`config.mk`:
```
export PLATFORM = sky130hd
export DESIGN_NAME = mips_instr_encoder
export DESIGN_NICKNAME = d
export VERILOG_FILES = /design/src/rtl/enc_pkg.sv /design/src/rtl/enc_pack.sv /design/src/rtl/mips_instr_encoder.sv
export SDC_FILE = /design/constraint.sdc
export NUM_CORES = 1
export LEC_CHECK = 0
export BUFFER_PORTS_ARGS = -buffer_cell sky130_fd_sc_hd__buf_2
export CAP_MARGIN = 15
export CORE_MARGIN = 2
export CORE_UTILIZATION = 44
export CTS_CLUSTER_SIZE = 20
export DETAILED_ROUTE_END_ITERATION = 12
export GPL_TIMING_DRIVEN = 0
export HOLD_SLACK_MARGIN = 0.03
export PLACE_DENSITY = 0.77
export SLEW_MARGIN = 25
export SYNTH_ARGS = -nofsm -noshare
export SYNTH_HDL_FRONTEND = slang
export SYNTH_SLANG_ARGS = --single-unit
```
`constraint.sdc`:
```
create_clock -name clk -period 1.5 [get_ports clk]
set_input_delay 0.225 -clock clk [delete_from_list [all_inputs] [get_ports clk]]
set_output_delay 0.225 -clock clk [all_outputs]
set_load 0.05 [all_outputs]
```
`src/rtl/enc_pkg.sv`:
```
// Shared types for the MIPS instruction encoder: mnemonic codes, opcode/funct
// values matching the core's control decoder, session states and word packers.
package enc_pkg;

  localparam int unsigned MNEM_W = 5;
  localparam int unsigned REG_W  = 5;
  localparam int unsigned IMM_W  = 16;
  localparam int unsigned TGT_W  = 26;
  localparam int unsigned WORD_W = 32;

  typedef enum logic [MNEM_W-1:0] {
    MN_SLL, MN_SRA, MN_SRL, MN_ADD, MN_ADDU, MN_SUB, MN_AND, MN_OR, MN_NOR,
    MN_SLT, MN_SLTU, MN_JR, MN_SYSCALL, MN_J, MN_JAL, MN_BEQ, MN_BNE, MN_ADDI,
    MN_ANDI, MN_ADDIU, MN_SLTI, MN_ORI, MN_LW, MN_SW, MN_XORI, MN_SLTIU, MN_LH,
    MN_BLTZ
  } mnem_e;

  localparam logic [5:0] OP_RTYPE = 6'd0;
  localparam logic [5:0] OP_BLTZ  = 6'd1;
  localparam logic [5:0] OP_J     = 6'd2;
  localparam logic [5:0] OP_JAL   = 6'd3;
  localparam logic [5:0] OP_BEQ   = 6'd4;
  localparam logic [5:0] OP_BNE   = 6'd5;
  localparam logic [5:0] OP_ADDI  = 6'd8;
  localparam logic [5:0] OP_ADDIU = 6'd9;
  localparam logic [5:0] OP_SLTI  = 6'd10;
  localparam logic [5:0] OP_SLTIU = 6'd11;
  localparam logic [5:0] OP_ANDI  = 6'd12;
  localparam logic [5:0] OP_ORI   = 6'd13;
  localparam logic [5:0] OP_XORI  = 6'd14;
  localparam logic [5:0] OP_LH    = 6'd33;
  localparam logic [5:0] OP_LW    = 6'd35;
  localparam logic [5:0] OP_SW    = 6'd43;

  localparam logic [5:0] FN_SLL     = 6'd0;
  localparam logic [5:0] FN_SRL     = 6'd2;
  localparam logic [5:0] FN_SRA     = 6'd3;
  localparam logic [5:0] FN_JR      = 6'd8;
  localparam logic [5:0] FN_SYSCALL = 6'd12;
  localparam logic [5:0] FN_ADD     = 6'd32;
  localparam logic [5:0] FN_ADDU    = 6'd33;
  localparam logic [5:0] FN_SUB     = 6'd34;
  localparam logic [5:0] FN_AND     = 6'd36;
  localparam logic [5:0] FN_OR      = 6'd37;
  localparam logic [5:0] FN_NOR     = 6'd39;
  localparam logic [5:0] FN_SLT     = 6'd42;
  localparam logic [5:0] FN_SLTU    = 6'd43;

  typedef enum logic [1:0] {S_IDLE, S_RUN, S_DONE} state_e;

  function automatic logic [WORD_W-1:0] r_word(input logic [REG_W-1:0] rs,
                                               input logic [REG_W-1:0] rt,
                                               input logic [REG_W-1:0] rd,
                                               input logic [REG_W-1:0] sh,
                                               input logic [5:0]       fn);
    return {OP_RTYPE, rs, rt, rd, sh, fn};
  endfunction

  function automatic logic [WORD_W-1:0] i_word(input logic [5:0]       op,
                                               input logic [REG_W-1:0] rs,
                                               input logic [REG_W-1:0] rt,
                                               input logic [IMM_W-1:0] imm);
    return {op, rs, rt, imm};
  endfunction

endpackage

```
`src/rtl/enc_pack.sv`:
```
// Combinational packer: mnemonic plus operand fields into a 32-bit MIPS word.
module enc_pack
  import enc_pkg::*;
(
  input  logic [MNEM_W-1:0] mnem_i,
  input  logic [REG_W-1:0]  rs_i,
  input  logic [REG_W-1:0]  rt_i,
  input  logic [REG_W-1:0]  rd_i,
  input  logic [REG_W-1:0]  shamt_i,
  input  logic [IMM_W-1:0]  imm_i,
  input  logic [TGT_W-1:0]  target_i,
  output logic [WORD_W-1:0] word_o,
  output logic              illegal_o
);

  mnem_e mnem;
  assign mnem = mnem_e'(mnem_i);

  // Codes past MN_BLTZ fall into the default arm and are flagged illegal.
  always_comb begin
    word_o    = '0;
    illegal_o = 1'b0;
    case (mnem)
      MN_SLL:     word_o = r_word(5'd0, rt_i, rd_i, shamt_i, FN_SLL);
      MN_SRA:     word_o = r_word(5'd0, rt_i, rd_i, shamt_i, FN_SRA);
      MN_SRL:     word_o = r_word(5'd0, rt_i, rd_i, shamt_i, FN_SRL);
      MN_ADD:     word_o = r_word(rs_i, rt_i, rd_i, shamt_i, FN_ADD);
      MN_ADDU:    word_o = r_word(rs_i, rt_i, rd_i, shamt_i, FN_ADDU);
      MN_SUB:     word_o = r_word(rs_i, rt_i, rd_i, shamt_i, FN_SUB);
      MN_AND:     word_o = r_word(rs_i, rt_i, rd_i, shamt_i, FN_AND);
      MN_OR:      word_o = r_word(rs_i, rt_i, rd_i, shamt_i, FN_OR);
      MN_NOR:     word_o = r_word(rs_i, rt_i, rd_i, shamt_i, FN_NOR);
      MN_SLT:     word_o = r_word(rs_i, rt_i, rd_i, shamt_i, FN_SLT);
      MN_SLTU:    word_o = r_word(rs_i, rt_i, rd_i, shamt_i, FN_SLTU);
      MN_JR:      word_o = r_word(rs_i, 5'd0, 5'd0, 5'd0, FN_JR);
      MN_SYSCALL: word_o = r_word(5'd0, 5'd0, 5'd0, 5'd0, FN_SYSCALL);
      MN_J:       word_o = {OP_J, target_i};
      MN_JAL:     word_o = {OP_JAL, target_i};
      MN_BEQ:     word_o = i_word(OP_BEQ, rs_i, rt_i, imm_i);
      MN_BNE:     word_o = i_word(OP_BNE, rs_i, rt_i, imm_i);
      MN_ADDI:    word_o = i_word(OP_ADDI, rs_i, rt_i, imm_i);
      MN_ANDI:    word_o = i_word(OP_ANDI, rs_i, rt_i, imm_i);
      MN_ADDIU:   word_o = i_word(OP_ADDIU, rs_i, rt_i, imm_i);
      MN_SLTI:    word_o = i_word(OP_SLTI, rs_i, rt_i, imm_i);
      MN_ORI:     word_o = i_word(OP_ORI, rs_i, rt_i, imm_i);
      MN_LW:      word_o = i_word(OP_LW, rs_i, rt_i, imm_i);
      MN_SW:      word_o = i_word(OP_SW, rs_i, rt_i, imm_i);
      MN_XORI:    word_o = i_word(OP_XORI, rs_i, rt_i, imm_i);
      MN_SLTIU:   word_o = i_word(OP_SLTIU, rs_i, rt_i, imm_i);
      MN_LH:      word_o = i_word(OP_LH, rs_i, rt_i, imm_i);
      MN_BLTZ:    word_o = i_word(OP_BLTZ, rs_i, 5'd0, imm_i);
      default:    illegal_o = 1'b1;
    endcase
  end

endmodule

```
`src/rtl/mips_instr_encoder.sv`:
```
// Streaming instruction encoder/loader: symbolic commands in, packed words written
// sequentially to instruction RAM. Define ENC_CHECKSUM_EN for a running XOR checksum.
module mips_instr_encoder
  import enc_pkg::*;
#(
  parameter int unsigned ADDR_W = 10
) (
  input  logic              clk,
  input  logic              rst_n,
  input  logic              start,
  input  logic [ADDR_W-1:0] base_addr,
  input  logic              in_valid,
  output logic              in_ready,
  input  logic [MNEM_W-1:0] in_mnem,
  input  logic [REG_W-1:0]  in_rs,
  input  logic [REG_W-1:0]  in_rt,
  input  logic [REG_W-1:0]  in_rd,
  input  logic [REG_W-1:0]  in_shamt,
  input  logic [IMM_W-1:0]  in_imm,
  input  logic [TGT_W-1:0]  in_target,
  input  logic              in_last,
  output logic              mem_we,
  output logic [ADDR_W-1:0] mem_addr,
  output logic [WORD_W-1:0] mem_wdata,
  input  logic              mem_ready,
  output logic              busy,
  output logic              done,
  output logic              err_illegal,
  output logic              wrapped,
  output logic [ADDR_W:0]   word_count
`ifdef ENC_CHECKSUM_EN
  ,
  output logic [WORD_W-1:0] checksum
`endif
);

  state_e              state_q;
  logic                busy_q, done_q, err_q, wrap_q;
  logic                mem_we_q, last_q;
  logic [WORD_W-1:0]   wdata_q;
  logic [ADDR_W-1:0]   addr_q;
  logic [ADDR_W:0]     cnt_q;
  logic [WORD_W-1:0]   pack_word;
  logic                pack_illegal;
  logic                accept_c, complete_c, launch_c;

  enc_pack u_pack (
    .mnem_i    (in_mnem),
    .rs_i      (in_rs),
    .rt_i      (in_rt),
    .rd_i      (in_rd),
    .shamt_i   (in_shamt),
    .imm_i     (in_imm),
    .target_i  (in_target),
    .word_o    (pack_word),
    .illegal_o (pack_illegal)
  );

  assign in_ready    = busy_q && (!mem_we_q || mem_ready);
  assign accept_c    = in_valid && in_ready;
  assign complete_c  = mem_we_q && mem_ready;
  assign launch_c    = start && (state_q != S_RUN);

  assign busy        = busy_q;
  assign done        = done_q;
  assign err_illegal = err_q;
  assign wrapped     = wrap_q;
  assign mem_we      = mem_we_q;
  assign mem_addr    = addr_q;
  assign mem_wdata   = wdata_q;
  assign word_count  = cnt_q;

  // Session FSM; addr_q always holds the address of the pending/next word.
  always_ff @(posedge clk or negedge rst_n) begin
    if (!rst_n) begin
      state_q  <= S_IDLE;
      busy_q   <= 1'b0;
      done_q   <= 1'b0;
      err_q    <= 1'b0;
      wrap_q   <= 1'b0;
      mem_we_q <= 1'b0;
      last_q   <= 1'b0;
      wdata_q  <= '0;
      addr_q   <= '0;
      cnt_q    <= '0;
    end else begin
      case (state_q)
        S_IDLE, S_DONE: begin
          if (start) begin
            state_q  <= S_RUN;
            busy_q   <= 1'b1;
            done_q   <= 1'b0;
            err_q    <= 1'b0;
            wrap_q   <= 1'b0;
            mem_we_q <= 1'b0;
            last_q   <= 1'b0;
            addr_q   <= base_addr;
            cnt_q    <= '0;
          end
        end
        S_RUN: begin
          if (complete_c) begin
            mem_we_q <= 1'b0;
            addr_q   <= addr_q + ADDR_W'(1);
            cnt_q    <= cnt_q + (ADDR_W+1)'(1);
            if (&addr_q) wrap_q <= 1'b1;
            if (last_q) begin
              state_q <= S_DONE;
              busy_q  <= 1'b0;
              done_q  <= 1'b1;
            end
          end
          // A new word may load on the same edge the previous one retires.
          if (accept_c) begin
            if (pack_illegal) begin
              err_q <= 1'b1;
              if (in_last) begin
                state_q <= S_DONE;
                busy_q  <= 1'b0;
                done_q  <= 1'b1;
              end
            end else begin
              mem_we_q <= 1'b1;
              wdata_q  <= pack_word;
              last_q   <= in_last;
            end
          end
        end
        default: state_q <= S_IDLE;
      endcase
    end
  end

`ifdef ENC_CHECKSUM_EN
  logic [WORD_W-1:0] csum_q;

  assign checksum = csum_q;

  // Running XOR of every word retired in the current session.
  always_ff @(posedge clk or negedge rst_n) begin
    if (!rst_n) begin
      csum_q <= '0;
    end else if (launch_c) begin
      csum_q <= '0;
    end else if (complete_c) begin
      csum_q <= csum_q ^ wdata_q;
    end
  end
`else
  logic unused_launch;
  assign unused_launch = launch_c;
`endif

endmodule

```
== Word-level counts from Yosys, hierarchy flattened ==
Index checks and enable logic that the tools add are counted.

* Bits in registers: 61
* Latch bits: 0
* Memory bits (writable): 0
* Memory bits (read-only): 0
* Bits of input ports: 83
* Logic and storage cells: 105
* Memories kept: 0

* $add $sub $neg: 2
* Multipliers: 0
* Div/mod/pow operators: 0
* Order comparisons: 0
* Eq/ne operators: 35
* Shifts and indexed selects: 0
* Muxes and demuxes: 41
* Bitwise logic cells: 0
* Reduce and logical (&&, ||, !) cells: 17

{| class="wikitable"
|+ Operators by type and width
! operator !! count
|-
| case mux 32 bit (28 select lines) || 1
|-
| equality test 5 bit (second input constant) || 12
|-
| equality test 5 x 4 -> 1 bit (second input constant) || 8
|-
| OR reduction 28 bit || 1
|-
| 2-to-1 mux 11 bit || 2
|-
| case mux 11 bit (2 select lines) || 1
|-
| 2-to-1 mux 1 bit || 21
|-
| equality test 5 x 3 -> 1 bit (second input constant) || 4
|-
| 2-to-1 mux 10 bit || 2
|-
| case mux 10 bit (2 select lines) || 1
|-
| 2-to-1 mux 2 bit || 6
|-
| != test 2 bit (second input constant) || 6
|-
| case mux 1 bit (2 select lines) || 6
|-
| AND reduction 4 bit || 3
|-
| adder 11 x 1 -> 11 bit (second input constant) || 1
|-
| adder 10 x 1 -> 10 bit (second input constant) || 1
|-
| equality test 5 x 2 -> 1 bit (second input constant) || 2
|-
| AND reduction 10 bit || 1
|-
| AND reduction 3 bit || 2
|-
| equality test 5 x 1 -> 1 bit (second input constant) || 1
|-
| logical NOT 5 bit || 1
|-
| case mux 2 bit (2 select lines) || 1
|-
| logical AND 1 bit || 3
|-
| equality test 2 x 1 -> 1 bit (second input constant) || 1
|-
| other kinds (7) || 7
|}

== Depth between registers and ports, before layout ==
Gate-level depths: netlist of the first run.

* Depth after elaboration: 6
* Mapped depth: 7
* Mapped depth without buffers: 5

== Modules after synthesis ==
Synthesis of the first run repeated with hierarchy kept, for this count alone.

* Cells, all modules: 362
* Area, all modules: 3594.7 um^2

{| class="wikitable"
|+ By module, submodules not included
! module !! instances !! cells each !! area an instance (um^2)
|-
| mips_instr_encoder || 1 || 235 || 2766.4
|-
| enc_pack || 1 || 127 || 828.3
|}

== Worst setup path before layout of the first run ==
Ideal clock, no wire load.

* Path kind: flip-flop to flip-flop
* Start: reg addr_q[0], in the netlist mem_addr[0]
* End: reg addr_q[8], in the netlist mem_addr[8]
* Arrival: 1.665 ns
* Data required time: 1.422 ns
* Slack: -0.242 ns
* Cell stages (with the launch flop): 6
* Buffers on the path: 0
* Path through: dfrtp_1 -> ha_1 -> and4_1 -> and3_1 -> a41o_1 -> a21oi_1

* Cells in the longest elaborated chain, start to end: 3

{| class="wikitable"
|+ RTL lines
! element !! RTL line !! text
|-
| start, declared || mips_instr_encoder.sv:41 || <nowiki>logic [ADDR_W-1:0] addr_q;</nowiki>
|-
| start signal, assigned || mips_instr_encoder.sv:97 || <nowiki>addr_q <= base_addr;</nowiki>
|-
| start signal, assigned || mips_instr_encoder.sv:104 || <nowiki>addr_q <= addr_q + ADDR_W'(1);</nowiki>
|-
| adder 10 x 1 -> 10 bit || mips_instr_encoder.sv:104 ||
|-
| 2-to-1 mux 10 bit || mips_instr_encoder.sv:102 || <nowiki>if (complete_c) begin</nowiki>
|-
| case mux 10 bit (2 select lines) || mips_instr_encoder.sv:87 || <nowiki>case (state_q)</nowiki>
|}

Every way passes these cells. The select of a mux whose other input is x is not followed.
A chain may end at the register's enable or synchronous reset.

== Final worst setup path of the first run ==
* Start: reg state_q[1]
* End: reg wdata_q[22], in the netlist mem_wdata[22]

* Cells in the longest elaborated chain, start to end: 2

{| class="wikitable"
|+ RTL lines
! element !! RTL line !! text
|-
| start, declared || mips_instr_encoder.sv:37 || <nowiki>state_e state_q;</nowiki>
|-
| start signal, assigned || mips_instr_encoder.sv:76 || <nowiki>state_q <= S_IDLE;</nowiki>
|-
| start signal, assigned || mips_instr_encoder.sv:90 || <nowiki>state_q <= S_RUN;</nowiki>
|-
| start signal, assigned || mips_instr_encoder.sv:108 || <nowiki>state_q <= S_DONE;</nowiki>
|-
| equality test 2 x 1 -> 1 bit || mips_instr_encoder.sv:87 ||
|-
| AND reduction 3 bit (no source line) || -- ||
|-
| end signal, assigned || mips_instr_encoder.sv:124 || <nowiki>wdata_q <= pack_word;</nowiki>
|-
| end, declared || mips_instr_encoder.sv:40 || <nowiki>logic [WORD_W-1:0] wdata_q;</nowiki>
|}

Every way passes these cells.

==> impl_results.md, run 1 <==
- Fmax: between 600 and 700 MHz
- Cts bufs inserted: 9
- Core Area: around 0.0073 mm²
- Top cell type's share of synthesized area: between 40% and 50%
- Leak: ~2.3 nW
- Initial antenna violation count: 0
- H-tree levels: 3
- Placed cells: 611
- DRT Wirelength: just over 10000 µm
- Non-filler instance count after layout: around 640
- First-pass GRT wire length: approximately 17000 µm
- Root buffer cell: clkbuf_8
- WP data arrival: about 1.7 ns
- Crit path capture: mem_wdata[22]
- Worst setup margin: -0.0252 ns
- Critical Path Fanout Max: 6
- Vias in the first global route: roughly 3500
- Slowest stage delay, CP: 0.40 ns
- Crit path top cell by count: buf_6
- Critical-path cell list: and2b_2, nand4_1, buf_6, buf_6, a221o_1
- CTS tree: built
- RSZ-0062 raised after global routing: yes
- Cell Rows: 31
- Number of max-cap violations: 0
- Status: finished, violations left
- Synth area leaders: dfrtp_1 (45%), nand2_1 (5.0%), a21oi_1 (4.2%)
- Clk buf depth: 2
- NumNets Final: just over 600
- Starting density of the core: between 40% and 50%
- CP endpoint kind: register
- Synthesized flop and latch total: 60
- Layout cells sized above 1: between 40% and 50%
- Layout area overhead: 39.4%
- DRC: 0
- Reg-to-reg slack, setup: -0.03 ns
- Tot GR Track Use: 24.9%
- Reg-to-Reg Start: state_q[1]
- Syn_area_per_cell: approximately 9 µm²
- Final Slew Violations: 0
- Tot Pwr: roughly 9.4 mW
- Tmin final: roughly 1.5 ns
- Fill cell count: roughly 640
- Placer's final routability congestion estimate: 0.900
- Register area share after synthesis: about 45%
- Main flop type after synthesis: dfrtp_1
- Count of cell types in the netlist: 59
- Vias per inst: ~5.6
- Fin crit share: 102%
- Worst hold slack: ~0.12 ns
- Endpoints failing setup: 6
- Clock Skew: 0.00547 ns
- Post-Syn Area: ~0.0034 mm²
- Clock sinks: 60
- Req. time, crit path: 1.71 ns
- Failing checks: setup timing
- CP startpoint: state_q[1]
- Synth Warn #: 0
- Die area: about 0.0084 mm²
- Clock slew at reported path FFs: roughly 0.06 ns
- ANT cells: 0
- Worst hold path class: in2reg
- Reg2Reg Depth: 5
- Post-synth ARST share: between 90% and 100%
- Syn_nets: ~460
- Routed length per instance: ~16 µm
- Synth area leader: dfrtp_1
- Post-Synthesis Cells: approximately 370
- Dpl hpwl: around 7400 µm
- Pwr/cell area: around 2000 mW/mm²
- Worst vdd ir: about 0.0013 V
- Slew HR: about half
- Die Y: around 90 µm
- Final Util: 64.0%
- Slew at the pin closest to its max-slew limit: between 0.7 and 0.8 ns
- Fin. Hold Viols: 0
- Initial DRC count: ~190
- Pre-CTS WS: -0.289 ns
- Final ANT Viol Nets: 0
- I/O Buffers: 139
- Chip Width: between 90 and 100 µm
- I/O Pins: between 100 and 150
- Drt pass-1 iters: 7
- GRT overflow: 0
- Slowest CP cell: dfrtp_1
- Critical path type: reg2reg
- EDFF count, synth: 0
- Via count: about 3500
- Startpoint types: register
- Largest net degree at the start of global routing: 61
- Clk_lat worst skew: approximately 0.33 ns
- Capturing point of the worst reg2reg path: mem_wdata[22]
[cell families (layout without fill, tap and decap cells)]
family,count (synthesis),after routing,share of synthesized area [%]
other cells,1,1,0.111
xor+xnor,7,7,1.82
mux,4,4,1.23
simple gates,143,143,21.1
compound gates,122,122,25.0
buf+inv,33,197,5.05
fa+ha+maj,3,3,1.04
flops,60,60,44.6
[sequential cells by signal (all words and copies together), names as in the netlist]
signal and cells:
busy 1, done 1, err_illegal 1, last_q 1, mem_addr 10, mem_wdata 31
mem_we 1, state_q 2, word_count 11, wrapped 1
[through the flow]
| step | setup TNS (ns) | instance area [µm²] |
|---|---|---|
| after floorplan | -0.0847 | 3460 |
| after global placement | -6.33 | 4280 |
| after detailed placement | -6.72 | 4280 |
| after CTS | -0.172 | 4570 |
| after global routing | -3.20 | 4690 |
| final | -0.0869 | 4690 |
[repair_timing]
action | 4_1_cts | 5_1_grt
gates cloned | 1 | 0
buffers inserted | 5 | 5
pin swaps | 6 | 7
hold buffers | 1 | 0
endpoints found under the hold margin | 60 | 0
gates resized for setup | 25 | 32
setup endpoints to repair | 45 | 48
[how the worst min path moves through the flow]
stage / startpoint / depth (start not counted) / end
after floorplan: rst_n / 0 / busy
after global placement: in_rs[3] / 2 / mem_wdata[24]
after detailed placement: rst_n / 1 / mem_addr[2]
after CTS: in_rs[4] / 2 / mem_wdata[25]
after global routing: in_rs[4] / 2 / mem_wdata[25]
final: in_rs[4] / 2 / mem_wdata[25]
[where the power goes]
part	switching (mW)	internal, mW
Clock	0.615	0.635
Combinational	3.75	1.62
Sequential	0.521	2.27
[placed cells by master, fill, tap and decap left out, drive strengths merged, types with 3 or more instances in the layout]
cell type	netlist	routed
o21ai	28	28
xnor2	3	3
nand3	13	13
inv	5	5
and2	4	4
a211oi	4	4
nand2	45	45
a31oi	5	5
o31ai	3	3
nor2b	5	5
a21oi	29	29
and3	9	9
nor2	37	37
a222oi	10	10
and4	3	3
o2111ai	3	3
buf	18	170
clkbuf	10	19
o22a	3	3
nand2b	6	6
a221oi	8	8
o22ai	4	4
o211ai	4	4
nand4	6	6
mux2i	3	3
dfrtp	60	60
a221o	6	6
xor2	4	4
[worst max-delay path: cells and delay by family (launching register included)]
kind / cells / cell delay [ns]
AO/OA/AOI/OAI: 1 / 0.32
buffers and inverters: 2 / 0.29
flip-flops: 1 / 0.40
AND/OR/NAND/NOR: 2 / 0.39
[per-layer routing]
layer | vias to the layer above | global-route usage [%] | routed length, µm
met5 | - | 0 | 0
li1 | 1706 | - | -
met3 | 12 | 5.89 | 818
met1 | 1655 | 31.1 | 4210
met2 | 175 | 42.2 | 5010
met4 | 0 | 8.33 | 107
[Yosys cell counts (all sizes together), types with 8 or more instances]
library cell and count:
nor2 37, nand3 13, a222oi 10, buf 18, o21ai 28, a21oi 29, a221oi 8, dfrtp 60
nand2 45, and3 9, clkbuf 10
[cell type report]
| class | instances | area (µm²) | share of cell area [%] |
|---|---|---|---|
| Buffer | 26 | 204 | 4.34 |
| Clock buffer | 13 | 149 | 3.17 |
| Clock inverter | 2 | 12.5 | 0.267 |
| Inverter | 5 | 18.8 | 0.400 |
| Multi-Input combinational cell | 280 | 1850 | 39.5 |
| Sequential cell | 60 | 1520 | 32.4 |
| Tap cell | 99 | 124 | 2.64 |
| Timing Repair Buffer | 151 | 812 | 17.3 |
(Power assumes the default switching activity.)
==> run 2: changes to the inputs <==
--- a/config.mk
+++ b/config.mk
@@ -7,3 +7,3 @@
 export LEC_CHECK = 0
-export BUFFER_PORTS_ARGS = -buffer_cell sky130_fd_sc_hd__buf_2
+export BUFFER_PORTS_ARGS = -buffer_cell sky130_fd_sc_hd__buf_4
 export CAP_MARGIN = 15
--- a/constraint.sdc
+++ b/constraint.sdc
@@ -3,2 +3,2 @@
 set_output_delay 0.225 -clock clk [all_outputs]
-set_load 0.05 [all_outputs]
+set_load 0.005 [all_outputs]
==> run 2 against run 1 <==
Compared with the run above:
- critical path depth unchanged
- worst hold slack got worse by 0.011 ns
- first-iteration DRC count decreased by 10%
- utilization increased by 8.5 points
- largest cell class unchanged
- the flow still finishes with violations (setup timing)
- die area unchanged
- non-clock buffer count increased by 9
- highest routed layer unchanged
==> impl_results.md, run 2 (synthesized netlist as in run 1, its figures left out) <==
- Worst hold slack: 0.113 ns (was 0.124 ns)
- Clock sinks: 60 (unchanged)
- Placer's final routability congestion estimate: 0.917 (was 0.900)
- Tot Pwr: 8.45 mW (was 9.41 mW)
- Clock slew at reported path FFs: 0.06 ns (about the same)
- Clock Skew: 0.0133 ns (was 0.00547 ns)
- Status: finished, violations left (unchanged)
- Slew at the pin closest to its max-slew limit: 0.791 ns (was 0.746 ns)
- Cts bufs inserted: 9 (unchanged)
- Worst hold path class: in2reg (unchanged)
- ANT cells: 0 (unchanged)
- Worst vdd ir: 0.000836 V (was 0.00131 V)
- Layout cells sized above 1: 47.8% (was 45.4%)
- Pwr/cell area: 1590 mW/mm² (was 2000 mW/mm²)
- Reg area: 0.00151 mm² (was 0.00152 mm²)
- Sw Ratio: 36.5% (was 51.9%)
- Fill cell count: 561 (was 643)
- Reg-to-reg slack, setup: -0.07 ns (was -0.03 ns)
- Root buffer cell: clkbuf_8 (unchanged)
- Cell Rows: 31 (unchanged)
- Layout area overhead: 58.0% (was 39.4%)
- Vias in the first global route: 3620 (was 3519)
- WP data arrival: 1.79 ns (was 1.74 ns)
- First-pass GRT wire length: 17400 µm (was 16800 µm)
- DRC: 0 (unchanged)
- Most common cell after layout, fill and taps aside: buf_4 (was buf_2)
- Sw Pwr: 3.08 mW (was 4.88 mW)
- Req. time, crit path: 1.72 ns (was 1.71 ns)
- CTS tree: built (unchanged)
- Pre-CTS WS: -0.229 ns (was -0.289 ns)
- H-tree levels: 3 (unchanged)
- Starting density of the core: 45.9% (unchanged)
- Reg power frac: 33.6% (was 29.7%)
- Tmin final: 1.57 ns (was 1.53 ns)
- NumNets Final: 627 (was 618)
- Clk buf depth: 2 (unchanged)
- Fin. Hold Viols: 0 (unchanged)
- Number of flip-flops under the largest register name: 31 (unchanged)
- Chip Width: 91.5 µm (unchanged)
- Internal power: 5.36 mW (was 4.53 mW)
- Dpl hpwl: 7530 µm (was 7400 µm)
- Largest net degree at the start of global routing: 61 (unchanged)
- Vias per inst: 5.69 (was 5.58)
- Combinational group share of total power: 48.4% (was 57.1%)
- Drt pass-1 iters: 5 (was 7)
- Critical path type: reg2reg (unchanged)
- Most frequent cells in the layout: buf_4 (152), dfrtp_1 (56), nand2_1 (35), nor2_1 (30), a21oi_1 (23) (was buf_2 (146), dfrtp_1 (44), nand2_1 (41), nor2_1 (34), a21oi_1 (23))
- Routed length per instance: 17.2 µm (was 15.9 µm)
- Number of max-cap violations: 0 (unchanged)
- Startpoint types: register (unchanged)
- Leak: 2.50 nW (was 2.27 nW)
- CP endpoint kind: register (unchanged)
- I/O Pins: 142 (unchanged)
- Footprint of the multi-input gates: 0.00198 mm² (was 0.00185 mm²)
- Initial DRC count: 172 (was 192)
- DRT Wirelength: 11100 µm (was 10100 µm)
- Die Y: 91.5 µm (unchanged)
- Clk_lat worst skew: 0.35 ns (was 0.33 ns)
- Tot GR Track Use: 26.1% (was 24.9%)
- Clock Power Share: 18.0% (was 13.3%)
- Fmax: 636 MHz (was 656 MHz)
- Die area: 0.00837 mm² (unchanged)
- Core Area: 0.00733 mm² (unchanged)
- GRT overflow: 0 (unchanged)
- Slew HR: 47.0% (was 50.3%)
- RSZ-0062 raised after global routing: yes (unchanged)
- Worst setup margin: -0.0724 ns (was -0.0252 ns)
- Via count: 3672 (was 3548)
- Final Slew Violations: 0 (unchanged)
- Endpoints failing setup: 10 (was 6)
- I/O Buffers: 139 (unchanged)
- Fin crit share: 105% (was 102%)
- Initial antenna violation count: 0 (unchanged)
- Critical Path Fanout Max: 7 (was 6)
- Non-filler instance count after layout: 645 (was 636)
- Failing checks: setup timing (unchanged)
- Final ANT Viol Nets: 0 (unchanged)
- Placed cells: 611 (unchanged)
==> run 2: timing repair <==
action                                 4_1_cts  5_1_grt
setup endpoints to repair                   51       51
gates resized for setup                     48       64
setup buffers                                9        9
hold buffers                                 1        0
pin swaps                                   15       22
gates cloned                                 3        0
endpoints found under the hold margin       60        0
==> run 2: power by group through the flow <==
| stage | combinational [mW] | sequential, mW | clock, mW |
|---|---|---|---|
| after floorplan | 1.60 | 2.74 | 0 |
| after global placement | 3.14 | 2.75 | 0 |
| after detailed placement | 3.20 | 2.78 | 0 |
| after CTS | 3.73 | 2.78 | 1.53 |
| after global routing | 4.46 | 2.91 | 1.62 |
| final | 4.09 | 2.84 | 1.52 |
==> run 2: critical path: stages (launching register included) <==
cell and delay, ns:
dfrtp_2 0.44, and2b_2 0.25, and4_4 0.20, buf_8 0.15
and3_4 0.14, a221o_1 0.26
==> run 2: cell type report <==
type                    count  share of cell area, %
clock inverters             1                  0.564
well taps                  99                   2.33
plain buffers              26                   4.12
clock buffers              14                   3.25
flip-flops and latches     60                   28.3
inverters                   5                  0.353
repair buffers            160                   23.9
multi-input cells         280                   37.1
==> run 2: worst paths after layout <==
path,startpoint,endpoint,cells after the start
min in group asynchronous,rst_n,mem_addr[9],2
max in group asynchronous,rst_n,mem_we,2
worst max register to register,state_q[0],mem_wdata[21],5
worst min-delay path,in_rs[3],mem_wdata[24],2
worst max-delay path,state_q[0],mem_wdata[21],5
worst min register to register,mem_wdata[31],mem_wdata[31],2
==> run 2: stage by stage <==
| stage | setup TNS (ns) | instance area (µm²) | utilization (%) |
|---|---|---|---|
| global placement | -5.38 | 4540 | 62.0 |
| CTS | -0.185 | 5060 | 69.1 |
| floorplan | 0 | 3380 | - |
| global route | -2.57 | 5320 | 72.6 |
| detailed placement | -6.23 | 4540 | 62.0 |
| finish | -0.320 | 5320 | 72.6 |
==> run 2: routing by layer <==
layer	track usage [%]	wire [µm]	share of wire (%)
met5	0	0	0
met4	10.2	235	2.1
met3	7.22	925	8.4
met2	44.5	5640	51
met1	31.2	4270	39
